===== config.mk =====
export PLATFORM = sky130hd
export DESIGN_NAME = clap_detector
export DESIGN_NICKNAME = d
export VERILOG_FILES = /design/src/rtl/clap_detector.sv
export SDC_FILE = /design/constraint.sdc
export NUM_CORES = 1
export LEC_CHECK = 0
export ABC_CLOCK_PERIOD_IN_PS = 3600
export BUFFER_PORTS_ARGS = -buffer_cell sky130_fd_sc_hd__buf_2
export CAP_MARGIN = 20
export CORE_MARGIN = 4
export CORE_UTILIZATION = 30
export CTS_CLUSTER_DIAMETER = 200
export DETAILED_ROUTE_END_ITERATION = 8
export GPL_ROUTABILITY_DRIVEN = 0
export PLACE_DENSITY = 0.57
export SYNTH_ARGS = -nofsm -noshare
export SYNTH_HDL_FRONTEND = slang
export SYNTH_SLANG_ARGS = --single-unit

===== constraint.sdc =====
create_clock -name s00_axis_aclk -period 3.6 [get_ports s00_axis_aclk]
set_input_delay 0.54 -clock s00_axis_aclk [delete_from_list [all_inputs] [get_ports s00_axis_aclk]]
set_output_delay 0.54 -clock s00_axis_aclk [all_outputs]
set_load 0.1 [all_outputs]

===== src/rtl/clap_detector.sv =====
`default_nettype none
// ============================================================================
//  Module   : clap_detector
//  Purpose  : Watches an unsigned AXI-Stream audio sample stream for a
//             "clap-clap" pattern: a loud transient followed by a quiet
//             interval, then a second loud transient (within a bounded window)
//             followed by another quiet interval. Each detection toggles the
//             LED output and emits a one-cycle pulse.
//  Ports    : s00_axis_aclk     - clock
//             s00_axis_aresetn  - asynchronous active-low reset
//             s00_axis_tvalid   - sample valid
//             s00_axis_tdata    - unsigned sample (W bits)
//             s00_axis_tstrb    - byte strobes (unused)
//             s00_axis_tready   - always 1 after the first edge out of reset
//             light             - LED state, toggles per detection
//             detect_pulse      - one-cycle pulse per detection
//             busy              - pattern tracking in progress (not IDLE)
//  Revision : 1.0 - initial release
// ============================================================================
module clap_detector #(
  parameter int C_S00_AXIS_TDATA_WIDTH = 16,
  parameter int MIDSCALE               = 2048,
  parameter int THRESHOLD              = 512,
  parameter int QUIET_LEN              = 64,
  parameter int WINDOW_LEN             = 4096
) (
  input  logic                                  s00_axis_aclk,
  input  logic                                  s00_axis_aresetn,
  input  logic                                  s00_axis_tvalid,
  input  logic [C_S00_AXIS_TDATA_WIDTH-1:0]     s00_axis_tdata,
  input  logic [(C_S00_AXIS_TDATA_WIDTH/8)-1:0] s00_axis_tstrb,
  output logic                                  s00_axis_tready,
  output logic                                  light,
  output logic                                  detect_pulse,
  output logic                                  busy
);

  localparam int c_W  = C_S00_AXIS_TDATA_WIDTH;
  localparam int c_QW = $clog2(QUIET_LEN + 1);
  localparam int c_EW = $clog2(WINDOW_LEN + 1);

  localparam logic [c_W-1:0]  c_MID       = c_W'(MIDSCALE);
  localparam logic [c_W-1:0]  c_THR       = c_W'(THRESHOLD);
  localparam logic [c_QW-1:0] c_QUIET_MAX = c_QW'(QUIET_LEN);
  localparam logic [c_EW-1:0] c_WIN_MAX   = c_EW'(WINDOW_LEN);

  typedef enum logic [1:0] {
    S_IDLE   = 2'd0,
    S_QUIET1 = 2'd1,
    S_WAIT2  = 2'd2,
    S_QUIET2 = 2'd3
  } state_t;

  // Byte strobes carry no meaning for a single-sample stream.
  logic w_unused;
  assign w_unused = ^s00_axis_tstrb;

  // --------------------------------------------------------------------------
  // Stage 1: accept, magnitude about midscale, loud flag
  // --------------------------------------------------------------------------
  logic           r_tready;
  logic           r_s1_valid;
  logic           r_s1_loud;
  logic           w_accept;
  logic [c_W-1:0] w_amp;

  assign w_accept = s00_axis_tvalid && r_tready;

  // Subtract in whichever order keeps the result non-negative, so neither
  // extreme code (0 or all-ones) can wrap.
  assign w_amp = (s00_axis_tdata >= c_MID) ? (s00_axis_tdata - c_MID)
                                           : (c_MID - s00_axis_tdata);

  always_ff @(posedge s00_axis_aclk or negedge s00_axis_aresetn) begin
    if (!s00_axis_aresetn) begin
      r_tready   <= 1'b0;
      r_s1_valid <= 1'b0;
      r_s1_loud  <= 1'b0;
    end else begin
      r_tready   <= 1'b1;
      r_s1_valid <= w_accept;
      if (w_accept) begin
        r_s1_loud <= (w_amp >= c_THR);
      end
    end
  end

  // --------------------------------------------------------------------------
  // Stage 2: pattern FSM, advances only on stage-1 valid
  // --------------------------------------------------------------------------
  state_t          r_state;
  logic [c_QW-1:0] r_qcnt;
  logic [c_EW-1:0] r_ecnt;
  logic            r_light;
  logic            r_pulse;
  logic            r_busy;
  logic [c_QW-1:0] w_qcnt_inc;
  logic [c_EW-1:0] w_ecnt_inc;
  logic            w_q_done;
  logic            w_e_done;

  assign w_qcnt_inc = r_qcnt + c_QW'(1);
  assign w_ecnt_inc = r_ecnt + c_EW'(1);
  // Counts "reached" on the sample being processed, i.e. after increment.
  assign w_q_done   = !r_s1_loud && (w_qcnt_inc == c_QUIET_MAX);
  assign w_e_done   = (w_ecnt_inc == c_WIN_MAX);

  always_ff @(posedge s00_axis_aclk or negedge s00_axis_aresetn) begin
    if (!s00_axis_aresetn) begin
      r_state <= S_IDLE;
      r_qcnt  <= '0;
      r_ecnt  <= '0;
      r_light <= 1'b0;
      r_pulse <= 1'b0;
      r_busy  <= 1'b0;
    end else begin
      // Pulse lasts one clock regardless of how soon the next sample comes.
      r_pulse <= 1'b0;
      if (r_s1_valid) begin
        case (r_state)
          S_IDLE: begin
            if (r_s1_loud) begin
              r_state <= S_QUIET1;
              r_busy  <= 1'b1;
              r_qcnt  <= '0;
              r_ecnt  <= '0;
            end
          end
          S_QUIET1, S_QUIET2: begin
            r_ecnt <= w_ecnt_inc;
            r_qcnt <= r_s1_loud ? '0 : w_qcnt_inc;
            // A completed quiet run wins over a window expiry on the same sample.
            if (w_q_done) begin
              if (r_state == S_QUIET1) begin
                r_state <= S_WAIT2;
                r_ecnt  <= '0;
              end else begin
                r_state <= S_IDLE;
                r_busy  <= 1'b0;
                r_light <= ~r_light;
                r_pulse <= 1'b1;
              end
            end else if (w_e_done) begin
              r_state <= S_IDLE;
              r_busy  <= 1'b0;
            end
          end
          S_WAIT2: begin
            r_ecnt <= w_ecnt_inc;
            // A second clap is honoured even on the last sample of the window.
            if (r_s1_loud) begin
              r_state <= S_QUIET2;
              r_qcnt  <= '0;
              r_ecnt  <= '0;
            end else if (w_e_done) begin
              r_state <= S_IDLE;
              r_busy  <= 1'b0;
            end
          end
          default: begin
            r_state <= S_IDLE;
            r_busy  <= 1'b0;
          end
        endcase
      end
    end
  end

  assign s00_axis_tready = r_tready;
  assign light           = r_light;
  assign detect_pulse    = r_pulse;
  assign busy            = r_busy;

endmodule
`default_nettype wire

## Yosys cells after proc, flatten, opt, wreduce, memory -nomap -nowiden

Index checks and enable logic that the tools add are counted.

| storage, ports and cells | value |
|---|---|
| register bits | 28 |
| input bits | 21 |
| output and inout bits | 4 |
| logic and storage cells | 61 |

| operators by class | value |
|---|---|
| add/sub/neg operators | 4 |
| magnitude comparators | 2 |
| eq/ne operators | 9 |
| muxes and demuxes | 25 |
| bitwise operators | 2 |
| reduce and logical (&&, ||, !) cells | 10 |

Operators by type and width:

| cell | number |
|---|---|
| $mux W13 | 4 |
| $pmux W13 S3 | 1 |
| $ge A16 B10 Y1 const B | 1 |
| $ge A16 B12 Y1 const B | 1 |
| $mux W16 | 1 |
| $sub A12 B16 Y16 const A | 1 |
| $sub A16 B12 Y16 const B | 1 |
| $mux W7 | 2 |
| $pmux W7 S2 | 1 |
| $add A13 B1 Y13 const B | 1 |
| $eq A13 B13 Y1 const B | 1 |
| $mux W2 | 5 |
| $mux W1 | 9 |
| $reduce_and A4 Y1 | 2 |
| $add A7 B1 Y7 const B | 1 |
| $eq A7 B7 Y1 const B | 1 |
| $pmux W2 S3 | 1 |
| $eq A2 B2 Y1 const B | 2 |
| $ne A2 B2 Y1 const B | 2 |
| $reduce_and A2 Y1 | 2 |
| $reduce_or A2 Y1 | 2 |
| $ne A3 B3 Y1 const B | 1 |
| $pmux W1 S3 | 1 |
| $eq A2 B1 Y1 const B | 1 |
| other kinds (5) | 7 |

## Depth between registers and ports, before layout

Gate-level depths: netlist of the first run.

| logic depth | value |
|---|---|
| word-level depth | 6 |
| mapped depth | 8 |

## Least setup slack after synthesis of the first run

OpenSTA, ideal clock, no wires.

| timing path | value |
|---|---|
| path kind | reg-to-reg |
| from | register r_qcnt[0] |
| to | register r_busy (netlist: busy) |
| data arrival time | 2.106 ns |
| data required time | 3.476 ns |
| setup slack | 1.370 ns |
| cell stages (with the launch flop) | 8 |
| path buffers | 0 |
| period minus slack after synthesis | 2.230 ns |
| cell sequence | dfrtp_1 ha_1 nand2_1 or3_4 a2111oi_4 nand3_1 o2111a_1 a211o_1 |

| on the way | value |
|---|---|
| longest elaborated chain between the ends | 5 |
| elaborated cells between the ends (all ways) | 7 |

Ends and longest elaborated chain:

| what | line | RTL |
|---|---|---|
| start: declaration | 92 | `logic [c_QW-1:0] r_qcnt;` |
| start signal: assignment | 131 | `r_qcnt <= r_s1_loud ? '0 : w_qcnt_inc;` |
| $add A7 B1 Y7 * | 102 | `assign w_qcnt_inc = r_qcnt + c_QW'(1);` |
| $eq A7 B7 Y1 * | 105 | `assign w_q_done = !r_s1_loud && (w_qcnt_inc == c_QUIET_MAX);` |
| $logic_and A1 B1 Y1 * | 105 |  |
| $ne A3 B3 Y1 (no source line) or $mux W1 (tied branches) | - |  |
| $reduce_and A4 Y1 (no source line) or $pmux W1 S3 (tied branches) | - |  |
| end signal: assignment | 115 | `r_busy <= 1'b0;` |
| end signal: assignment | 124 | `r_busy <= 1'b1;` |
| end signal: assignment | 139 | `r_busy <= 1'b0;` |
| end: declaration | 96 | `logic r_busy;` |

Every way passes the cells marked *; elsewhere a longest branch is shown, timed or not.
A chain may end at the register's enable or synchronous reset.

## Worst setup path after layout of the first run

| timing path | value |
|---|---|
| from | register r_qcnt[1] |
| to | register r_ecnt[4] |

| on the way | value |
|---|---|
| longest elaborated chain between the ends | 5 |

Ends and longest elaborated chain:

| what | line | RTL |
|---|---|---|
| $add A7 B1 Y7 | 102 |  |
| $eq A7 B7 Y1 | 105 |  |
| $logic_and A1 B1 Y1 | 105 |  |
| $mux W13 | 133 | `if (w_q_done) begin` |
| $pmux W13 S3 | 120 | `case (r_state)` |
| end signal: assignment | 130 | `r_ecnt <= w_ecnt_inc;` |
| end signal: assignment | 149 | `r_ecnt <= w_ecnt_inc;` |
| end: declaration | 93 | `logic [c_EW-1:0] r_ecnt;` |

No other way between the ends.

==> results of run 1 <==
==> flip-flops by register name, summed over array words and instances (netlist names) <==
register and cells:
light 1, r_s1_valid 1, detect_pulse 1, r_s1_loud 1, r_qcnt 7, busy 1
s00_axis_tready 1, r_state 2, r_ecnt 13
==> layout by cell type (no fill, tap or decap), types with 2 or more instances in the layout <==
cell type and instances:
xor2_1 2, nor3b_1 4, o31a_1 2, a22o_1 4, nor3_1 6, and3_1 5, inv_1 11, o31ai_1 2
dfrtp_1 28, nand3_1 8, nor4b_1 2, clkbuf_8 3, nor4_1 3, a21oi_1 20, nand2_1 16, and2_1 2
nor2_1 9, nand2b_1 3, nand4b_1 2, ha_1 5, buf_2 22, a21o_1 2, mux2_2 2, nand4_1 3
xnor2_1 4, o22ai_1 7, a31oi_1 10, o21ai_0 8
==> where the power goes <==
group          switching [mW]  internal (mW)
clock network           0.102          0.149
logic                  0.0487         0.0413
registers              0.0314          0.333
==> per-stage QoR <==
stage | power, mW | cell area [um2] | hold WS (ps) | util [%]
after floorplan | 0.4278 | 1774 | 244.4 | -
after global placement | 0.4595 | 1927 | 459.9 | 34.36
after detailed placement | 0.4613 | 1927 | 466.2 | 34.36
after CTS | 0.7186 | 1998 | 291.7 | 35.63
after global routing | 0.7491 | 1998 | 314.5 | 35.63
final | 0.7057 | 1998 | 264.6 | 35.63
==> routing by layer <==
layer	up-vias	wire [um]	track usage, %
met4	0	40	3.165
met5	-	0	0
li1	771	-	-
met2	39	1540	16.37
met3	4	144	1.165
met1	688	1960	15.62
==> how the worst max path moves through the flow <==
| stage | start | to | slack (ps) | depth (start not counted) |
|---|---|---|---|---|
| 3_5_place_dp | r_qcnt[0]$_DFFE_PN0P_ | r_ecnt[5]$_DFFE_PN0P_ | 860 | 7 |
| 5_1_grt | r_qcnt[1]$_DFFE_PN0P_ | r_ecnt[4]$_DFFE_PN0P_ | 630 | 7 |
| 3_3_place_gp | r_qcnt[0]$_DFFE_PN0P_ | r_ecnt[4]$_DFFE_PN0P_ | 890 | 7 |
| 4_1_cts | r_qcnt[0]$_DFFE_PN0P_ | r_ecnt[4]$_DFFE_PN0P_ | 850 | 7 |
| 6_report | r_qcnt[1]$_DFFE_PN0P_ | r_ecnt[4]$_DFFE_PN0P_ | 880 | 7 |
| 2_1_floorplan | r_qcnt[0]$_DFFE_PN0P_ | busy$_DFFE_PN0P_ | 1370 | 7 |
==> kinds of logic (layout without fill, tap and decap cells) <==
family	Yosys count	count (layout)
xor+xnor	6	6
flops	28	28
fa+ha+maj	5	5
mux	3	3
compound gates	62	62
simple gates	72	72
other cells	1	1
buf+inv	21	38
==> layout make-up <==
class / instances / area (um2)
fill: 614 / 3610
multi-input combinational: 149 / 980.9
sequential: 28 / 700.7
timing repair buffer: 22 / 110.1
tap: 72 / 90.09
inverter: 12 / 45.04
clock buffer: 3 / 41.29
clock inverter: 1 / 30.03
==> summary.md, run 1 <==
| Metric | Value |
|---|---|
| Run status | `completed` |
| ANT nets after route | `0` |
| Rel. slew slack | `35.27%` |
| H-tree depth | `1` |
| Max-slew violations | `0` |
| CP max stage delay | `about 560 ps` |
| Register area share after synthesis | `about two fifths` |
| CP endpoint kind | `flop` |
| DR DRC count | `0` |
| Core ar. | `5608 um2` |
| Async set-reset flop share out of synthesis | `100.0%` |
| First-pass GRT wire length | `approximately 6500 um` |
| Worst r2r dst | `r_ecnt[4]$_DFFE_PN0P_` |
| Clock Path Buffers | `2` |
| Worst-path cell chain | `ha_1 -> nand2_1 -> or3_4 -> a2111oi_4 -> a41oi_2 -> a21o_1 -> a22o_1` |
| R2r worst-path depth | `7` |
| Post-Synth Adder-Cell Area | `between 3 and 4%` |
| Leakage | `approximately 0.8 nW` |
| Crit-path leading delay family | `compound AO/OA/AOI/OAI gates` |
| Share of layout cells above drive strength 1 | `between 15 and 20%` |
| Detail Placement HPWL | `2621 um` |
| Slew at the pin closest to its max-slew limit | `a little under 1000 ps` |
| CTS sink cnt | `28` |
| Startpoint Class | `flop` |
| WS Path Type | `reg -> reg` |
| Final worst-path cycle share | `about three quarters` |
| Post-CTS Setup Bufs | `0` |
| Post-synth top area cell | `dfrtp_1` |
| CP Max Fanout | `23` |
| P per Cell Area | `~350 nW/um2` |
| Pre-CTS WS | `around 860 ps` |
| Commonest register cell after synthesis | `dfrtp_1` |
| Most frequent cell after synthesis | `dfrtp_1` |
| Vias in the first global route | `approximately 1400` |
| Routed wire per std cell | `around 13 um` |
| Unique masters post-synth | `49` |
| Final Instance Count excl. Fillers | `about 290` |
| Root Buffer | `clkbuf_8` |
| Fin. Hold Viols | `0` |
| Synthesized net count | `around 220` |
| Chip Width | `84.90 um` |
| Total Routed Length | `about 3700 um` |
| Setup_tns | `0 ps` |
| Top cells by count, synth | `dfrtp_1, a21oi_1, nand2_1` |
| Routed vias | `1502` |
| Xor and xnor fraction of the mapped netlist area | `slightly below 3%` |
| Highest clock rate | `0.3677 GHz` |
| Post-Synth Simple-Gate Area | `23.06%` |
| Post-synth EDFFs | `0` |
| Final nets | `approximately 240` |
| Synth Instances | `a little under 200` |
| Peak supply drop | `approximately 140 uV` |
| Hold buffers post-CTS | `0` |
| Synthesized area | `between 1500 and 2000 um2` |
| Cts repair resizes | `0` |
| Syn Area/Cell | `about 9 um2` |
| Tmin final | `around 2700 ps` |
| I/O Buffers | `22` |
| Dominant cells by area after synthesis | `dfrtp_1, a21oi_1, a31oi_1, ha_1, nand2_1` |
| Vias per inst | `approximately 5.2` |
| Yosys reg bits | `28` |
| Critical path data arrival time | `roughly 2900 ps` |
| Drt pass-1 iters | `4` |
| CTS tree | `yes` |
| Initial antenna violation count | `0` |
| Reg-to-reg slack, setup | `just under 900 ps` |
| N_diodes | `0` |
| Compound-Gate Fraction of Synth Area | `a little under a quarter` |
| I/O pin count | `25` |
| Yosys warning count | `0` |
| Rows | `27` |
| Clk_skew | `approximately 8.6 ps` |
| Syn-to-layout area delta | `12.62%` |
| GRT Util Overall | `10.63%` |
| Die area | `7208 um2` |
| Max-cap violations | `0` |
| Mux cell area share after synthesis | `under 10%` |
| Placed cells | `between 200 and 300` |
| Pin count of the biggest net entering global routing | `29` |
| Cts bufs inserted | `3` |
| Post-synth top area share | `between 30% and 40%` |
| # setup viols final | `0` |
| Initial Util | `about a third` |
| Hold Crit Class | `in -> async` |
| Post-route setup slack | `slightly below 900 ps` |
| WP data required | `3770 ps` |
| WP buf/inv | `0` |
| DIE HEIGHT | `about 85 um` |
| Reg clk slew, reported paths | `around 100 ps` |
| Slowest CP cell | `a41oi_2` |
| Gr ovfl total | `0` |
| Clock latency on the worst-skew pair | `between 200 and 300 ps` |
| Detailed Route Iter0 Violations | `68` |
| Largest family of logic cells by synthesized area | `compound AO/OA/AOI/OAI gates` |
| Worst r2r src | `r_qcnt[1]$_DFFE_PN0P_` |
| RSZ-0062 raised after global routing | `false` |
No activity file was read; power rests on OpenSTA's default activity.
==> run 2: changes to the inputs <==
Settings changed: ABC_AREA set to 1, ABC_CLOCK_PERIOD_IN_PS 3600 to 2750.
Clock period 3.6 ns to 2.75 ns, I/O delays scaled along.
==> summary.md, run 2 <==
| Metric | Value |
|---|---|
| Run status | `completed` |
| P per Cell Area | `489.7 nW/um2` |
| CP max stage delay | `between 400 and 500 ps` |
| Routed wire per std cell | `10.87 um` |
| Worst Setup SP | `r_qcnt[1]$_DFFE_PN0P_` |
| CTS sink cnt | `28` |
| WP data required | `2900 ps` |
| Drt pass-1 iters | `4` |
| Hold Crit Class | `in -> async` |
| Routed vias | `between 1500 and 2000` |
| Unique masters post-synth | `28` |
| H-tree depth | `1` |
| Rows | `27` |
| Max-slew violations | `0` |
| Chip Width | `approximately 84 um` |
| Leakage | `approximately 0.94 nW` |
| Biggest register | `r_ecnt` |
| Vias per inst | `between 4 and 5` |
| RSZ-0062 raised after global routing | `false` |
| Root Buffer | `clkbuf_8` |
| Tmin final | `1926 ps` |
| Detail Placement HPWL | `roughly 2800 um` |
| Peak supply drop | `200.7 uV` |
| Reg clk slew, reported paths | `110 ps` |
| Total Routed Length | `roughly 3700 um` |
| Crit-path leading delay family | `simple AND/OR/NAND/NOR gates` |
| Hold buffers post-CTS | `0` |
| Clock latency on the worst-skew pair | `~280 ps` |
| Max-cap violations | `0` |
| Register area share after synthesis | `approximately two fifths` |
| Gr ovfl total | `0` |
| Post-synth EDFFs | `0` |
| Yosys reg bits | `28` |
| Yosys warning count | `0` |
| First-pass GRT wire length | `around 6500 um` |
| Placed cells | `approximately 340` |
| Placed cell area | `~2000 um2` |
| Vias in the first global route | `about 1500` |
| Synth Instances | `241` |
| Post-CTS Setup Bufs | `0` |
| Pin count of the biggest net entering global routing | `29` |
| Slew at the pin closest to its max-slew limit | `624.9 ps` |
| Final nets | `294` |
| Critical path data arrival time | `between 2000 and 2500 ps` |
| Syn-to-layout area delta | `15.70%` |
| Cts repair resizes | `0` |
| Final worst-path cycle share | `between 70 and 80%` |
| DIE HEIGHT | `around 84 um` |
| Clk_skew | `~7.3 ps` |
| Most frequent cells in the layout | `nand2_1, inv_1, dfrtp_1` |
| Design area | `approximately 2000 um2` |
| Post-synth top area share | `39.97%` |
| Synthesized area | `1753 um2` |
| Setup_tns | `0 ps` |
| Worst r2r src | `r_qcnt[1]$_DFFE_PN0P_` |
| CTS tree | `yes` |
| Initial antenna violation count | `0` |
| Slowest CP cell | `dfrtp_1` |
| Detailed Route Iter0 Violations | `63` |
| Async set-reset flop share out of synthesis | `100.0%` |
| CP Max Fanout | `9` |
| Rel. slew slack | `between 50% and 60%` |
| Fin. Hold Viols | `0` |
| Core ar. | `between 5000 and 6000 um2` |
| Highest clock rate | `0.5192 GHz` |
| Worst-path cell chain | `ha_1 -> nand3_1 -> nor2_1 -> a21oi_1 -> nor2_2 -> nand3_4 -> nand2_1 -> o22ai_1` |
| Die area | `~7100 um2` |
| N_diodes | `0` |
| Clock Path Buffers | `2` |
| Cts bufs inserted | `3` |
| Biggest regs | `r_ecnt x13, r_qcnt x7, r_state x2` |
| DR DRC count | `0` |
| Commonest non-fill, non-tap cell in the layout | `nand2_1` |
| Commonest register cell after synthesis | `dfrtp_1` |
| Top cells by count, synth | `nand2_1, inv_1, dfrtp_1` |
| Synthesized net count | `about 270` |
| ANT nets after route | `0` |
| Overall Power | `~990 uW` |
| Final Instance Count excl. Fillers | `between 300 and 400` |
| Startpoint Class | `flop` |
| GRT Util Overall | `between 10 and 15%` |
| WHS | `between 100 and 150 ps` |
| CP endpoint kind | `flop` |
| Syn Area/Cell | `slightly above 7 um2` |
| Post-synth top area cell | `dfrtp_1` |
| Share of layout cells above drive strength 1 | `roughly 16%` |
| WP buf/inv | `0` |
| Most frequent cell after synthesis | `nand2_1` |
| Initial Util | `31.45%` |
| WS Path Type | `reg -> reg` |
| I/O Buffers | `22` |
| Max reg flops | `13` |
| # setup viols final | `0` |
| I/O pin count | `25` |
| Dominant cells by area after synthesis | `dfrtp_1, nand2_1, inv_1, nand3_1, o21ai_0` |
## run 2: changes by cell type in the layout (fill, tap and decap cells not counted), moves of 8 or more
| cell | before | now |
|---|---|---|
| o21ai_0 | 8 | 16 |
| nor2_1 | 9 | 18 |
| a31oi_1 | 10 | 0 |
| inv_1 | 11 | 36 |
| nand3_1 | 8 | 24 |
| nand2_1 | 16 | 64 |
| a21oi_1 | 20 | 4 |
## run 2: worst paths after layout
path                                               end  slack (ps)  cells past startpoint
max in group asynchronous       r_state[0]$_DFFE_PN0P_        2210                      1
min in group s00_axis_aclk        r_s1_valid$_DFF_PN0_         380                      3
worst max-delay path            r_ecnt[12]$_DFFE_PN0P_         820                      8
worst min-delay path             r_ecnt[4]$_DFFE_PN0P_         130                      1
worst min register to register       light$_DFFE_PN0P_         500                      2
worst max register to register  r_ecnt[12]$_DFFE_PN0P_         820                      8
## run 2: metal layers
metal	routed length (um)	vias to the layer above	global-route usage [%]
met2	1747	31	19.66
met1	1753	712	13.10
met5	0	-	0
met3	166	2	3.042
met4	19	0	1.727
li1	-	836	-
## run 2: final cells by class
| class | instances | area (um2) |
|---|---|---|
| fill | 592 | 3546 |
| clock inverter | 1 | 30.03 |
| timing repair buffer | 23 | 117.6 |
| clock buffer | 3 | 41.29 |
| tap | 72 | 90.09 |
| inverter | 37 | 138.9 |
| sequential | 28 | 700.7 |
| multi-input combinational | 175 | 909.6 |
## run 2: logic make-up (layout without fill, tap and decap cells)
family,Yosys count,in the layout,synth area share [%]
AO/OA/AOI/OAI,34,34,11.06
adder cells (fa/ha/maj),5,5,3.569
flip-flops,28,28,39.97
AND/OR/NAND/NOR,132,132,35.55
buffers and inverters,38,64,8.137
XOR/XNOR,3,3,1.499
other,1,1,0.2139
## run 2: metrics by stage
step | util [%] | setup slack, ps
final | 36.39 | 824.0
after floorplan | - | 1176
after CTS | 36.39 | 824.1
after global placement | 35.11 | 859.4
after detailed placement | 35.11 | 834.2
after global routing | 36.39 | 685.5
## run 2: power breakdown
part	leakage, nW	switching (mW)	internal [mW]
Combinational	0.538	0.139	0.0515
Sequential	0.370	0.0298	0.438
Clock	0.0357	0.140	0.195
Total	0.943	0.309	0.684
==> run 3: changes to the inputs <==
Settings changed: ABC_CLOCK_PERIOD_IN_PS 2750 to 1700, PLACE_DENSITY 0.57 to 0.59.
Clock period 2.75 ns to 1.7 ns, I/O delays scaled along.
==> summary.md, run 3 (synthesized netlist as in run 2, its figures left out) <==
| Metric | Value |
|---|---|
| P per Cell Area | `roughly 740 nW/um2` |
| WHS | `-19.27 ps` |
| Max-cap violations | `0` |
| Rows | `27` |
| Slowest CP cell | `dfrtp_1` |
| Run status | `finished, violations left` |
| Final nets | `305` |
| N_diodes | `0` |
| Failing checks | `hold timing` |
| Clock latency on the worst-skew pair | `between 200 and 300 ps` |
| Rel. slew slack | `between 50% and 60%` |
| Drt pass-1 iters | `4` |
| Clock Path Buffers | `2` |
| Flop pwr share | `45.3%` |
| Hold Crit Class | `in -> async` |
| Int Power | `~1.1 mW` |
| Biggest regs | `r_ecnt x13, r_qcnt x7, r_state x2` |
| Die area | `just over 7000 um2` |
| DR DRC count | `0` |
| Detail Placement HPWL | `approximately 2800 um` |
| Gr ovfl total | `0` |
| Vias per inst | `approximately 4.7` |
| Cts bufs inserted | `3` |
| Reg clk slew, reported paths | `roughly 100 ps` |
| Chip Width | `84.44 um` |
| I/O pin count | `25` |
| Clock Power Share | `32.1%` |
| Detailed Route Iter0 Violations | `70` |
| Biggest register | `r_ecnt` |
| R2r worst-path depth | `12` |
| First-pass GRT wire length | `6934 um` |
| Pin count of the biggest net entering global routing | `29` |
| RSZ-0062 raised after global routing | `true` |
| Vias in the first global route | `1620` |
| CP max stage delay | `430 ps` |
| Max reg flops | `13` |
| Max-slew violations | `0` |
| Routed wire per std cell | `~11 um` |
| Highest clock rate | `slightly above 0.6 GHz` |
| Routed vias | `roughly 1600` |
| CP Max Fanout | `4` |
| H-tree depth | `1` |
| Fin. Hold Viols | `28` |
| CTS sink cnt | `28` |
| Root Buffer | `clkbuf_8` |
| Critical path data arrival time | `around 1900 ps` |
| DR top layer | `met4` |
| WP data required | `around 1900 ps` |
| Final worst-path cycle share | `between 90% and 100%` |
| I/O Buffers | `22` |
| Met1 wire length | `~1800 um` |
| Crit-path leading delay family | `simple AND/OR/NAND/NOR gates` |
| Sw Share | `31.75%` |
| Worst-path cell chain | `ha_4 -> nand3_2 -> nor2_4 -> nand3_2 -> nand2_2 -> nor2_4 -> buf_4 -> nand3_1 -> nand2_1 -> inv_1 -> nand2_1 -> a21oi_2` |
| # setup viols final | `0` |
| Critical Path Sink | `r_state[1]$_DFFE_PN0P_` |
| Initial antenna violation count | `0` |
| WS Path Type | `reg -> reg` |
| Leakage | `slightly above 1 nW` |
| CTS tree | `yes` |
| Peak supply drop | `approximately 560 uV` |
| Startpoint Class | `flop` |
| Met2 WL post-DR | `slightly below 2000 um` |
| Worst r2r dst | `r_state[1]$_DFFE_PN0P_` |
| Switching power total | `between 500 and 600 uW` |
| Logic pwr share | `a little under a quarter` |
| CP endpoint kind | `flop` |
| Reg-to-reg slack, setup | `50 ps` |
| Clk_skew | `a little over 5 ps` |
| WP buf/inv | `2` |
| Routed length on met3 | `roughly 150 um` |
| Most frequent cells in the layout | `nand2_1, inv_1, dfrtp_1` |
| Core ar. | `between 5000 and 6000 um2` |
| Overall Power | `about 1.7 mW` |
| Initial Util | `31.45%` |
| Share of layout cells above drive strength 1 | `~28%` |
| Syn-to-layout area delta | `29.69%` |
| Commonest non-fill, non-tap cell in the layout | `nand2_1` |
| Worst Setup SP | `r_qcnt[1]$_DFFE_PN0P_` |
| DIE HEIGHT | `84.44 um` |
| Tmin final | `~1700 ps` |
| Hold buffers post-CTS | `0` |
| Number of cells on the critical path | `12` |
| Total Routed Length | `3869 um` |
| Slew at the pin closest to its max-slew limit | `about 640 ps` |
| GRT Util Overall | `between 10% and 20%` |
| Worst r2r src | `r_qcnt[1]$_DFFE_PN0P_` |
| ANT nets after route | `0` |
[run 3: cell count changes in the layout (fill, tap and decap cells not counted), moves of 4 or more]
cell	change
nand3_2	+8
buf_4	+8
o21ai_0	-7
o21ai_1	+4
nor2_4	+4
nand2_1	-4
nand3_1	-9
[run 3: layout make-up]
| type | instances | area (um2) |
|---|---|---|
| Clock buffer | 3 | 41.29 |
| Multi-Input combinational cell | 175 | 1060 |
| Clock inverter | 1 | 30.03 |
| Sequential cell | 28 | 701.9 |
| Tap cell | 72 | 90.09 |
| Inverter | 37 | 138.9 |
| Timing Repair Buffer | 34 | 211.5 |
| Fill cell | 583 | 3301 |
[run 3: worst register-to-register path: cells and delay by family, from the launching register on]
family / cells / cell delay (ps)
AO/OA/AOI/OAI: 1 / 110
adder cells (fa/ha/maj): 1 / 180
buffers and inverters: 2 / 190
flip-flops: 1 / 430
AND/OR/NAND/NOR: 8 / 680
[run 3: timing repair]
action | 4_1_cts | 5_1_grt
setup endpoints to repair | 11 | 17
pin swaps | 1 | 9
buffers inserted | 0 | 3
resized for setup | 2 | 44
[run 3: worst min-delay path by stage]
stage	from	endpoint	slack [ps]
2_1_floorplan	s00_axis_aresetn	busy$_DFFE_PN0P_	-40
3_3_place_gp	s00_axis_aresetn	r_ecnt[5]$_DFFE_PN0P_	330
3_5_place_dp	s00_axis_aresetn	r_ecnt[4]$_DFFE_PN0P_	330
4_1_cts	s00_axis_aresetn	r_ecnt[4]$_DFFE_PN0P_	10
5_1_grt	s00_axis_aresetn	r_ecnt[4]$_DFFE_PN0P_	40
6_report	s00_axis_aresetn	r_ecnt[4]$_DFFE_PN0P_	-20
[run 3: stage by stage]
step | TNS, ps | worst slack [ps] | instances | util (%) | area (um2)
6_report | 0 | 47.59 | 350 | 40.79 | 2273
5_1_grt | -564.5 | -92.81 | 350 | 40.79 | 2273
4_1_cts | -4.251 | -4.251 | 347 | 37.55 | 2093
3_5_place_dp | -203.8 | -40.80 | 343 | 36.18 | 2017
3_3_place_gp | -95.84 | -22.20 | 343 | 36.18 | 2017
2_1_floorplan | 0 | 125.5 | 241 | - | 1753
[run 3: power by group through the flow]
stage | clock network [mW] | logic [mW] | registers, mW
floorplan | 0 | 0.135 | 0.859
global route | 0.584 | 0.423 | 0.770
CTS | 0.561 | 0.346 | 0.752
finish | 0.540 | 0.381 | 0.761
global placement | 0 | 0.340 | 0.765
detailed placement | 0 | 0.343 | 0.765
[run 3: metal layers]
layer	vias up	global-route usage (%)
li1	861	-
met1	744	14.54
met2	32	20.09
met3	2	2.552
met4	0	1.871
met5	-	0
